**config.mk**
```make
export PLATFORM = sky130hd
export DESIGN_NAME = regfile_multiport_flat
export DESIGN_NICKNAME = d
export VERILOG_FILES = /design/src/rtl/regfile_multiport_if.sv /design/src/rtl/regfile_multiport.sv /design/src/flat_wrapper.sv
export SDC_FILE = /design/constraint.sdc
export NUM_CORES = 1
export LEC_CHECK = 0
export ABC_AREA = 0
export CAP_MARGIN = 20
export CORE_UTILIZATION = 65
export CTS_BUF_LIST = sky130_fd_sc_hd__clkbuf_2
export DETAILED_ROUTE_END_ITERATION = 8
export PLACE_DENSITY = 0.83
export SKIP_LAST_GASP = 1
export SLEW_MARGIN = 20
export SYNTH_ARGS = -nofsm -noshare
export SYNTH_HDL_FRONTEND = slang
export SYNTH_SLANG_ARGS = --single-unit
```
**constraint.sdc**
```tcl
create_clock -name clk -period 6.2 [get_ports clk]
set_input_delay 1.86 -clock clk [delete_from_list [all_inputs] [get_ports clk]]
set_output_delay 1.86 -clock clk [all_outputs]
set_load 0.03 [all_outputs]
```
**src/rtl/regfile_multiport_if.sv**
```systemverilog
// rtl/regfile_multiport_if.sv - register file read/write/clear bus between datapath and regfile_multiport
interface regfile_multiport_if #(
    parameter int DATA_W = 32,
    parameter int ADDR_W = 5,
    parameter int NUM_RD = 2
);
    logic [NUM_RD-1:0]        rd_en;
    logic [NUM_RD*ADDR_W-1:0] rd_addr;
    logic [NUM_RD*DATA_W-1:0] rd_data;
    logic [NUM_RD-1:0]        rd_valid;
    logic                     wr_en;
    logic [ADDR_W-1:0]        wr_addr;
    logic [DATA_W-1:0]        wr_data;
    logic                     clr_req;
    logic                     busy;

    modport master (
        output rd_en, rd_addr, wr_en, wr_addr, wr_data, clr_req,
        input  rd_data, rd_valid, busy
    );

    modport slave (
        input  rd_en, rd_addr, wr_en, wr_addr, wr_data, clr_req,
        output rd_data, rd_valid, busy
    );
endinterface

```
**src/rtl/regfile_multiport.sv**
```systemverilog
// rtl/regfile_multiport.sv - multi-read-port register file with sequential clear; REGFILE_BYPASS_EN selects write-first same-edge reads
module regfile_multiport #(
    parameter int DATA_W   = 32,
    parameter int ADDR_W   = 5,
    parameter int NUM_RD   = 2,
    parameter int ZERO_REG = 1
) (
    input  logic               clk,
    input  logic               rst,
    regfile_multiport_if.slave bus
);
    localparam int DEPTH = 1 << ADDR_W;

`ifdef REGFILE_BYPASS_EN
    localparam bit BYPASS = 1'b1;
`else
    localparam bit BYPASS = 1'b0;
`endif

    typedef enum logic {IDLE, CLEAR} state_t;

    state_t                   state_q, state_d;
    logic [ADDR_W-1:0]        clr_idx_q, clr_idx_d;
    logic [NUM_RD*DATA_W-1:0] rd_data_q, rd_data_d;
    logic [NUM_RD-1:0]        rd_valid_q, rd_valid_d;

    logic [DATA_W-1:0]        mem [DEPTH];
    logic                     mem_we;
    logic [ADDR_W-1:0]        mem_waddr;
    logic [DATA_W-1:0]        mem_wdata;
    logic                     wr_acc;

    // Storage has a single write port shared by the clear sweep and the writeback port.
    always_comb begin
        state_d   = state_q;
        clr_idx_d = clr_idx_q;
        mem_we    = 1'b0;
        mem_waddr = bus.wr_addr;
        mem_wdata = bus.wr_data;
        wr_acc    = 1'b0;
        case (state_q)
            CLEAR: begin
                mem_we    = 1'b1;
                mem_waddr = clr_idx_q;
                mem_wdata = '0;
                if (clr_idx_q == ADDR_W'(DEPTH - 1)) begin
                    state_d = IDLE;
                end else begin
                    clr_idx_d = clr_idx_q + ADDR_W'(1);
                end
            end
            default: begin
                if (bus.clr_req) begin
                    state_d   = CLEAR;
                    clr_idx_d = '0;
                end else if (bus.wr_en && !(ZERO_REG != 0 && bus.wr_addr == '0)) begin
                    wr_acc = 1'b1;
                    mem_we = 1'b1;
                end
            end
        endcase
    end

    always_comb begin
        rd_data_d  = rd_data_q;
        rd_valid_d = '0;
        if (state_q == IDLE) begin
            for (int p = 0; p < NUM_RD; p++) begin
                if (bus.rd_en[p]) begin
                    rd_valid_d[p] = 1'b1;
                    if (ZERO_REG != 0 && bus.rd_addr[p*ADDR_W +: ADDR_W] == '0) begin
                        rd_data_d[p*DATA_W +: DATA_W] = '0;
                    end else if (BYPASS && wr_acc && bus.rd_addr[p*ADDR_W +: ADDR_W] == bus.wr_addr) begin
                        rd_data_d[p*DATA_W +: DATA_W] = bus.wr_data;
                    end else begin
                        rd_data_d[p*DATA_W +: DATA_W] = mem[bus.rd_addr[p*ADDR_W +: ADDR_W]];
                    end
                end
            end
        end
    end

    always_ff @(posedge clk or posedge rst) begin
        if (rst) begin
            state_q    <= CLEAR;
            clr_idx_q  <= '0;
            rd_data_q  <= '0;
            rd_valid_q <= '0;
        end else begin
            state_q    <= state_d;
            clr_idx_q  <= clr_idx_d;
            rd_data_q  <= rd_data_d;
            rd_valid_q <= rd_valid_d;
        end
    end

    always_ff @(posedge clk) begin
        if (mem_we) begin
            mem[mem_waddr] <= mem_wdata;
        end
    end

    assign bus.rd_data  = rd_data_q;
    assign bus.rd_valid = rd_valid_q;
    assign bus.busy     = (state_q == CLEAR);
endmodule
```
**src/flat_wrapper.sv**
```systemverilog
// flat-port wrapper written by rule: the top's interface ports become plain ports
module regfile_multiport_flat 
#(
    parameter int DATA_W   = 32,
    parameter int ADDR_W   = 5,
    parameter int NUM_RD   = 2,
    parameter int ZERO_REG = 1
)
  (clk, rst, bus_rd_en, bus_rd_addr, bus_wr_en, bus_wr_addr, bus_wr_data, bus_clr_req, bus_rd_data, bus_rd_valid, bus_busy);
  regfile_multiport_if #(.DATA_W(DATA_W), .ADDR_W(ADDR_W), .NUM_RD(NUM_RD)) bus_i ();
  input  logic clk;
  input  logic rst;
  input wire logic [$bits(bus_i.rd_en)-1:0] bus_rd_en;
  input wire logic [$bits(bus_i.rd_addr)-1:0] bus_rd_addr;
  input wire logic [$bits(bus_i.wr_en)-1:0] bus_wr_en;
  input wire logic [$bits(bus_i.wr_addr)-1:0] bus_wr_addr;
  input wire logic [$bits(bus_i.wr_data)-1:0] bus_wr_data;
  input wire logic [$bits(bus_i.clr_req)-1:0] bus_clr_req;
  output wire logic [$bits(bus_i.rd_data)-1:0] bus_rd_data;
  output wire logic [$bits(bus_i.rd_valid)-1:0] bus_rd_valid;
  output wire logic [$bits(bus_i.busy)-1:0] bus_busy;
  assign bus_i.rd_en = bus_rd_en;
  assign bus_i.rd_addr = bus_rd_addr;
  assign bus_i.wr_en = bus_wr_en;
  assign bus_i.wr_addr = bus_wr_addr;
  assign bus_i.wr_data = bus_wr_data;
  assign bus_i.clr_req = bus_clr_req;
  assign bus_rd_data = bus_i.rd_data;
  assign bus_rd_valid = bus_i.rd_valid;
  assign bus_busy = bus_i.busy;
  regfile_multiport #(.DATA_W(DATA_W), .ADDR_W(ADDR_W), .NUM_RD(NUM_RD), .ZERO_REG(ZERO_REG)) u_core (.clk(clk), .rst(rst), .bus(bus_i));
endmodule
```
==> results.py, run 1 <==
metrics = {
    "setup_path": {
        "r2r-start": "u_core.bus.busy",
        "worst-path-buf-inv": 1,
        "rr_worst_depth": 4,
        "cp.arrival_ps": 3410,
        "r2r_end": "u_core.bus.rd_data[26]",
        "crit_chain": "clkdlybuf4s50_1",
        "r2r_slack_ps": 2740,
        "required_ps": 4340,
        "worst-setup-path-type": "reg -> out",
        "slowest_stage": "dfstp_4",
        "critical-path-max-stage-delay_ps": 1180,
        "worst-path-max-fanout": 63,
        "endpoint_kind": "output pin",
        "crit_family": "flip-flops",
        "start_kind": "flip-flop",
    },
    "clocking": {
        "clock_latency_ps": 1450,
        "cts_tree": "yes",
        "cts_setup_buffers": 0,
        "h-tree-depth": 5,
        "cts_resized": 0,
        "hold_buffers": 0,
        "root_buffer": "clkbuf_2",
        "clkTransAtPathRegs_ps": 120,
        "cts_sinks": 1096,
        "cts_made_buffers": 283,
        "clockBufferDepth": 4,
    },
    "die": {
        "io_pins": 120,
        "die_x_um": 280,
        "dieArea_um2": 78400,
        "core-area_um2": 76200,
        "die_h_um": 280,
        "rows": 101,
        "floorplan.initialDensity_pct": 65.9,
    },
    "detailed_routing": {
        "dr.max_layer_used": "met5",
        "wl_met3_um": 19800,
        "met1_length_um": 47600,
        "wl_met2_um": 64300,
        "antenna_left": 0,
        "vias": 30000,
        "drt-initial-drc-count": 4595,
        "via_per_inst": 7.35,
        "wl_um": 137000,
        "wl_per_cell_um": 33.6,
        "firstDrtPassIters": 5,
        "drc": 0,
    },
    "synth": {
        "ys_types": 44,
        "yosysWarnings": 0,
        "ys_seq_area_share_pct": 64.8,
        "synth_area_per_cell_um2": 19.8,
        "synth_area_leaders": "edfxtp_1 61%, mux4_2 23%, dfrtp_1 3.5%",
        "synth.most_common_cell": "edfxtp_1",
        "synth_area_um2": 50200,
        "syn_nets": 2591,
        "syn_inst": 2536,
        "synth_edf_count": 1024,
        "synth_flop_cell": "edfxtp_1",
        "async_flop_share_pct": 6.57,
        "synth_common_cells": "1024 x edfxtp_1, 506 x mux4_2, 140 x mux2i_1",
        "yosys.area.top_type": "edfxtp_1",
        "synth_top_cell_area_share_pct": 61.2,
        "ys_ff_latch": 1096,
    },
    "timing": {
        "setup_violations": 0,
        "rsz0062_at_grt": "no",
        "finalMaxSlewViolations": 0,
        "maxSlewHeadroom_pct": 25.9,
        "hold_violations": 0,
        "max_slew.worst_pin.slew_ps": 1110,
        "fmax_mhz": 190,
        "finalSetupTns_ps": 0,
        "post-route-min-period_ps": 5270,
        "finClkSkew_ps": 108,
        "min_period_over_period_pct": 85.0,
    },
    "power_and_ir_drop": {
        "finalPower_mw": 19.0,
        "total_leakage_power_nw": 18.8,
        "comb_power_share_pct": 22.1,
        "p_clk_share_pct": 24.9,
        "ir_drop_mv": 0.234,
        "p_per_area_nw_per_um2": 341,
        "swShare_pct": 32.2,
        "power.internal_mw": 12.9,
        "power.share.sequential_pct": 53.0,
        "power.switching_mw": 6.11,
    },
    "worst_hold_path": {
        "min_path_type": "reg -> reg",
        "min_path_cells": 2,
        "worst_hold_path.endpoint": "u_core.bus.rd_data[53]",
        "min-delay-start": "u_core.bus.rd_data[53]",
    },
    "grt": {
        "gr-total-overflow": 0,
        "grt_use_total_pct": 36.2,
        "grt_max_degree": 78,
        "grt_pass1_vias": 30300,
        "grt_pass1_wl_um": 201000,
        "antenna_found_initial": 9,
    },
    "placed_design": {
        "numPortBuffers": 119,
        "hpwl_um": 86200,
        "dp_cells": 3596,
        "gp_congestion": 0.933,
    },
    "layout": {
        "final_cells": 4078,
        "fin_nets": 2906,
        "area_delta_synth_final_pct": 10.8,
        "layout-drive-gt1-share_pct": 38.6,
    },
    "status": {
        "status": "completed",
    },
    "job": {
        "drv_cap": 0,
    },
}
how the worst max path moves through the flow:
| stage | cells past startpoint | from | end |
|---|---|---|---|
| global placement | 7 | bus_rd_addr[0] | u_core.bus.rd_data[18] |
| floorplan | 4 | bus_clr_req | u_core.mem[0][0] |
| detailed placement | 6 | bus_rd_addr[0] | u_core.bus.rd_data[8] |
| global route | 1 | u_core.bus.busy | bus_busy |
| CTS | 1 | u_core.bus.busy | bus_busy |
| finish | 1 | u_core.bus.busy | bus_busy |
final cells by class:
type / count / area, um^2
inverters: 11 / 47.5
well taps: 1030 / 1290
flip-flops and latches: 1096 / 32600
multi-input cells: 1232 / 17000
clock inverters: 67 / 310
repair buffers: 227 / 2350
clock buffers: 413 / 2070
fillers: 4395 / 20500
diodes: 2 / 5.00
layer usage:
| layer | vias up | global-route usage, % |
|---|---|---|
| li1 | 11600 | - |
| met3 | 339 | 11.3 |
| met2 | 2640 | 54.0 |
| met1 | 15300 | 50.9 |
| met5 | - | 0 |
| met4 | 12 | 14.6 |
registers in the layout (all words and copies together), names as in the netlist:
name                 count
u_core.clr_idx_q         5
u_core.bus.rd_data      64
u_core.bus.rd_valid      2
u_core.bus.busy          1
u_core.mem            1024
placed cells by master (no fill, tap or decap), types with 4 or more instances in the layout:
cell type and instances:
nand2_1 87, inv_2 6, o21ai_0 68, inv_1 8, mux2_2 67, nor2b_2 13, clkbuf_2 413, mux2i_1 140
clkdlybuf4s50_1 111, nand3_1 62, edfxtp_1 1024, clkinv_1 55, nand2b_2 4, o2bb2ai_1 60, nand2b_1 68, clkinv_2 6
buf_12 26, o41ai_1 5, o22ai_1 6, nor2_4 34, dfrtp_1 71, nor2b_1 19, buf_4 80, o221ai_1 60
buf_6 4, mux4_2 506
power groups by stage:
| stage | Sequential [mW] | Clock [mW] | Combinational [mW] |
|---|---|---|---|
| after floorplan | 10.3 | 0 | 2.06 |
| after global placement | 10.1 | 0 | 4.05 |
| after detailed placement | 10.2 | 0 | 4.16 |
| after CTS | 10.0 | 4.77 | 4.17 |
| after global routing | 10.1 | 5.13 | 4.37 |
| final | 10.1 | 4.72 | 4.20 |
logic make-up after synthesis:
family	after synthesis	share of synthesized area (%)
xor gates and xnor gates	3	0.0523
adders and majority gates	2	0.0498
muxes	714	27.0
AOI/OAI and AO/OA	216	3.22
DFF	1096	64.8
buffers and inverters	208	1.92
and+or+nand+nor	297	2.94
worst min-delay path: cells and delay by family, from the launching register on:
kind	cells	cell delay, ps
flip-flops	1	370
AND/OR/NAND/NOR	2	130
through the flow:
stage	setup slack [ps]	area [um^2]	utilization, %	hold WS (ps)
after global placement	1330	53200	69.9	490
final	928	55700	73.0	523
after floorplan	1800	50200	-	567
after detailed placement	1350	53300	69.9	491
after CTS	854	55600	73.0	519
after global routing	833	55700	73.0	543
Note: power is estimated with default switching activity, not from simulation.
==> run 2: changes to the inputs <==
--- a/config.mk
+++ b/config.mk
@@ -7,10 +7,10 @@
 export LEC_CHECK = 0
 export ABC_AREA = 0
 export CAP_MARGIN = 20
-export CORE_UTILIZATION = 65
+export CORE_UTILIZATION = 58
 export CTS_BUF_LIST = sky130_fd_sc_hd__clkbuf_2
 export DETAILED_ROUTE_END_ITERATION = 8
-export PLACE_DENSITY = 0.83
+export PLACE_DENSITY = 0.78
 export SKIP_LAST_GASP = 1
 export SLEW_MARGIN = 20
 export SYNTH_ARGS = -nofsm -noshare
==> constraint.sdc (replaced) <==
create_clock -name clk -period 4.3 [get_ports clk]
set_input_delay 1.29 -clock clk [delete_from_list [all_inputs] [get_ports clk]]
set_output_delay 1.29 -clock clk [all_outputs]
set_load 0.03 [all_outputs]
==> results.py, run 2 (same netlist as run 1, synthesis figures left out) <==
metrics = {
    "status": {
        "status": "completed",
    },
    "detailed_routing": {
        "wl_um": 144000,
        "antenna_left": 0,
        "vias": 30200,
        "drt-initial-drc-count": 4162,
        "wl_per_cell_um": 33.8,
        "via_per_inst": 7.09,
        "firstDrtPassIters": 6,
        "drc": 0,
    },
    "clocking": {
        "hold_buffers": 0,
        "clock_latency_ps": 1560,
        "cts_tree": "yes",
        "cts_resized": 2,
        "cts_setup_buffers": 0,
        "clkTransAtPathRegs_ps": 120,
        "cts_made_buffers": 288,
        "h-tree-depth": 5,
        "cts_sinks": 1096,
        "root_buffer": "clkbuf_2",
        "clockBufferDepth": 4,
    },
    "grt": {
        "grt_use_total_pct": 33.8,
        "grt_pass1_wl_um": 209000,
        "gr-total-overflow": 0,
        "antenna_found_initial": 5,
        "grt_max_degree": 72,
        "grt_pass1_vias": 31800,
    },
    "die": {
        "floorplan.initialDensity_pct": 58.8,
        "io_pins": 120,
        "core-area_um2": 85400,
        "die_x_um": 296,
        "dieArea_um2": 87800,
        "die_h_um": 296,
        "rows": 107,
    },
    "power_and_ir_drop": {
        "p_per_area_nw_per_um2": 488,
        "ir_drop_mv": 0.349,
        "total_leakage_power_nw": 19.3,
    },
    "layout": {
        "fillCellCount": 5638,
        "layout-drive-gt1-share_pct": 39.9,
        "fin_area_um2": 56700,
        "final_common_cell": "edfxtp_1",
        "final_cells": 4268,
        "layout_common_cells": "1024 x edfxtp_1, 506 x mux4_2, 408 x clkbuf_2, 140 x mux2i_1, 126 x buf_4",
        "regArea_um2": 32600,
        "fin_nets": 2978,
        "area_delta_synth_final_pct": 12.8,
        "largest_reg_flops": 1024,
        "regMostFlops": "u_core.mem",
        "multi_input_area_um2": 17100,
    },
    "setup_path": {
        "critical-path-max-stage-delay_ps": 750,
        "slowest_stage": "clkdlybuf4s50_1",
        "start_kind": "flip-flop",
        "crit_family": "buffers and inverters",
        "r2r-start": "u_core.bus.busy",
        "required_ps": 3010,
        "worst-path-buf-inv": 1,
        "r2r_slack_ps": 1410,
        "worst-path-max-fanout": 2,
        "worst-setup-path-type": "reg -> out",
        "crit_chain": "clkdlybuf4s50_1",
        "rr_worst_depth": 6,
        "worstSetupStartpoint": "u_core.bus.rd_data[39]",
        "endpoint_kind": "output pin",
        "cp.arrival_ps": 2760,
        "crit_cells": 1,
        "crit_end": "bus_rd_data[39]",
        "r2r_end": "u_core.mem[19][12]",
    },
    "placed_design": {
        "place_ws_ps": 374,
        "gp_congestion": 0.894,
        "place_area_um2": 54200,
        "numPortBuffers": 119,
        "hpwl_um": 86000,
        "dp_cells": 3777,
    },
    "job": {
        "drv_cap": 0,
    },
    "timing": {
        "finalMaxSlewViolations": 0,
        "min_period_over_period_pct": 94.3,
        "finalSetupTns_ps": 0,
        "hold_violations": 0,
        "fmax_mhz": 247,
        "maxSlewHeadroom_pct": 27.5,
        "finClkSkew_ps": 211,
        "post-route-min-period_ps": 4050,
        "setup_violations": 0,
        "setup_slack_ps": 245,
        "max_slew.worst_pin.slew_ps": 1080,
        "rsz0062_at_grt": "no",
    },
    "worst_hold_path": {
        "min_path_type": "in -> async",
    },
}
==> run 2: cell count changes in the layout (fill, tap and decap cells not counted), moves of 2 or more <==
| cell | delta |
|---|---|
| clkbuf_2 | -5 |
| buf_6 | -2 |
| buf_12 | +23 |
| nor2b_2 | -2 |
| nor2b_4 | +4 |
| clkinv_1 | +8 |
| clkinv_2 | +3 |
| nor2b_1 | -2 |
| buf_4 | +46 |
==> run 2: final cells by class <==
type	count	area share (%)
inverters	11	0.0751
clock inverters	80	0.693
clock buffers	408	3.60
repair buffers	294	5.52
diodes	3	0.0132
well taps	1144	2.53
multi-input cells	1232	30.1
flip-flops and latches	1096	57.5
==> run 2: stage by stage <==
| step | hold slack (ps) | total power [mW] | utilization, % |
|---|---|---|---|
| after floorplan | 567 | 17.8 | - |
| after global placement | 492 | 20.5 | 63.4 |
| after detailed placement | 491 | 20.8 | 63.5 |
| after CTS | 107 | 27.6 | 66.3 |
| after global routing | 153 | 28.6 | 66.3 |
| final | 204 | 27.7 | 66.3 |
==> run 2: report_power, final <==
group	internal, mW	leakage (nW)	switching, mW
sequential	13.5	10.4	0.871
clock	2.71	1.89	4.23
combinational	2.50	6.96	3.85
total	18.7	19.3	8.95
==> run 2: worst min-delay path by stage <==
stage | start | endpoint | slack, ps
after floorplan | u_core.clr_idx_q[3] | u_core.clr_idx_q[3] | 570
after global placement | u_core.bus.rd_data[0] | u_core.bus.rd_data[0] | 490
after detailed placement | u_core.bus.rd_data[0] | u_core.bus.rd_data[0] | 490
after CTS | rst | u_core.bus.rd_data[59] | 110
after global routing | rst | u_core.bus.rd_data[20] | 150
final | rst | u_core.bus.rd_data[59] | 200
==> run 2: per-layer routing <==
metal | wire length [um] | vias up | track usage, %
met5 | 0 | - | 0
met4 | 6140 | 0 | 15.8
li1 | - | 11800 | -
met2 | 71100 | 2501 | 53.9
met1 | 48800 | 15600 | 43.7
met3 | 18300 | 386 | 9.06
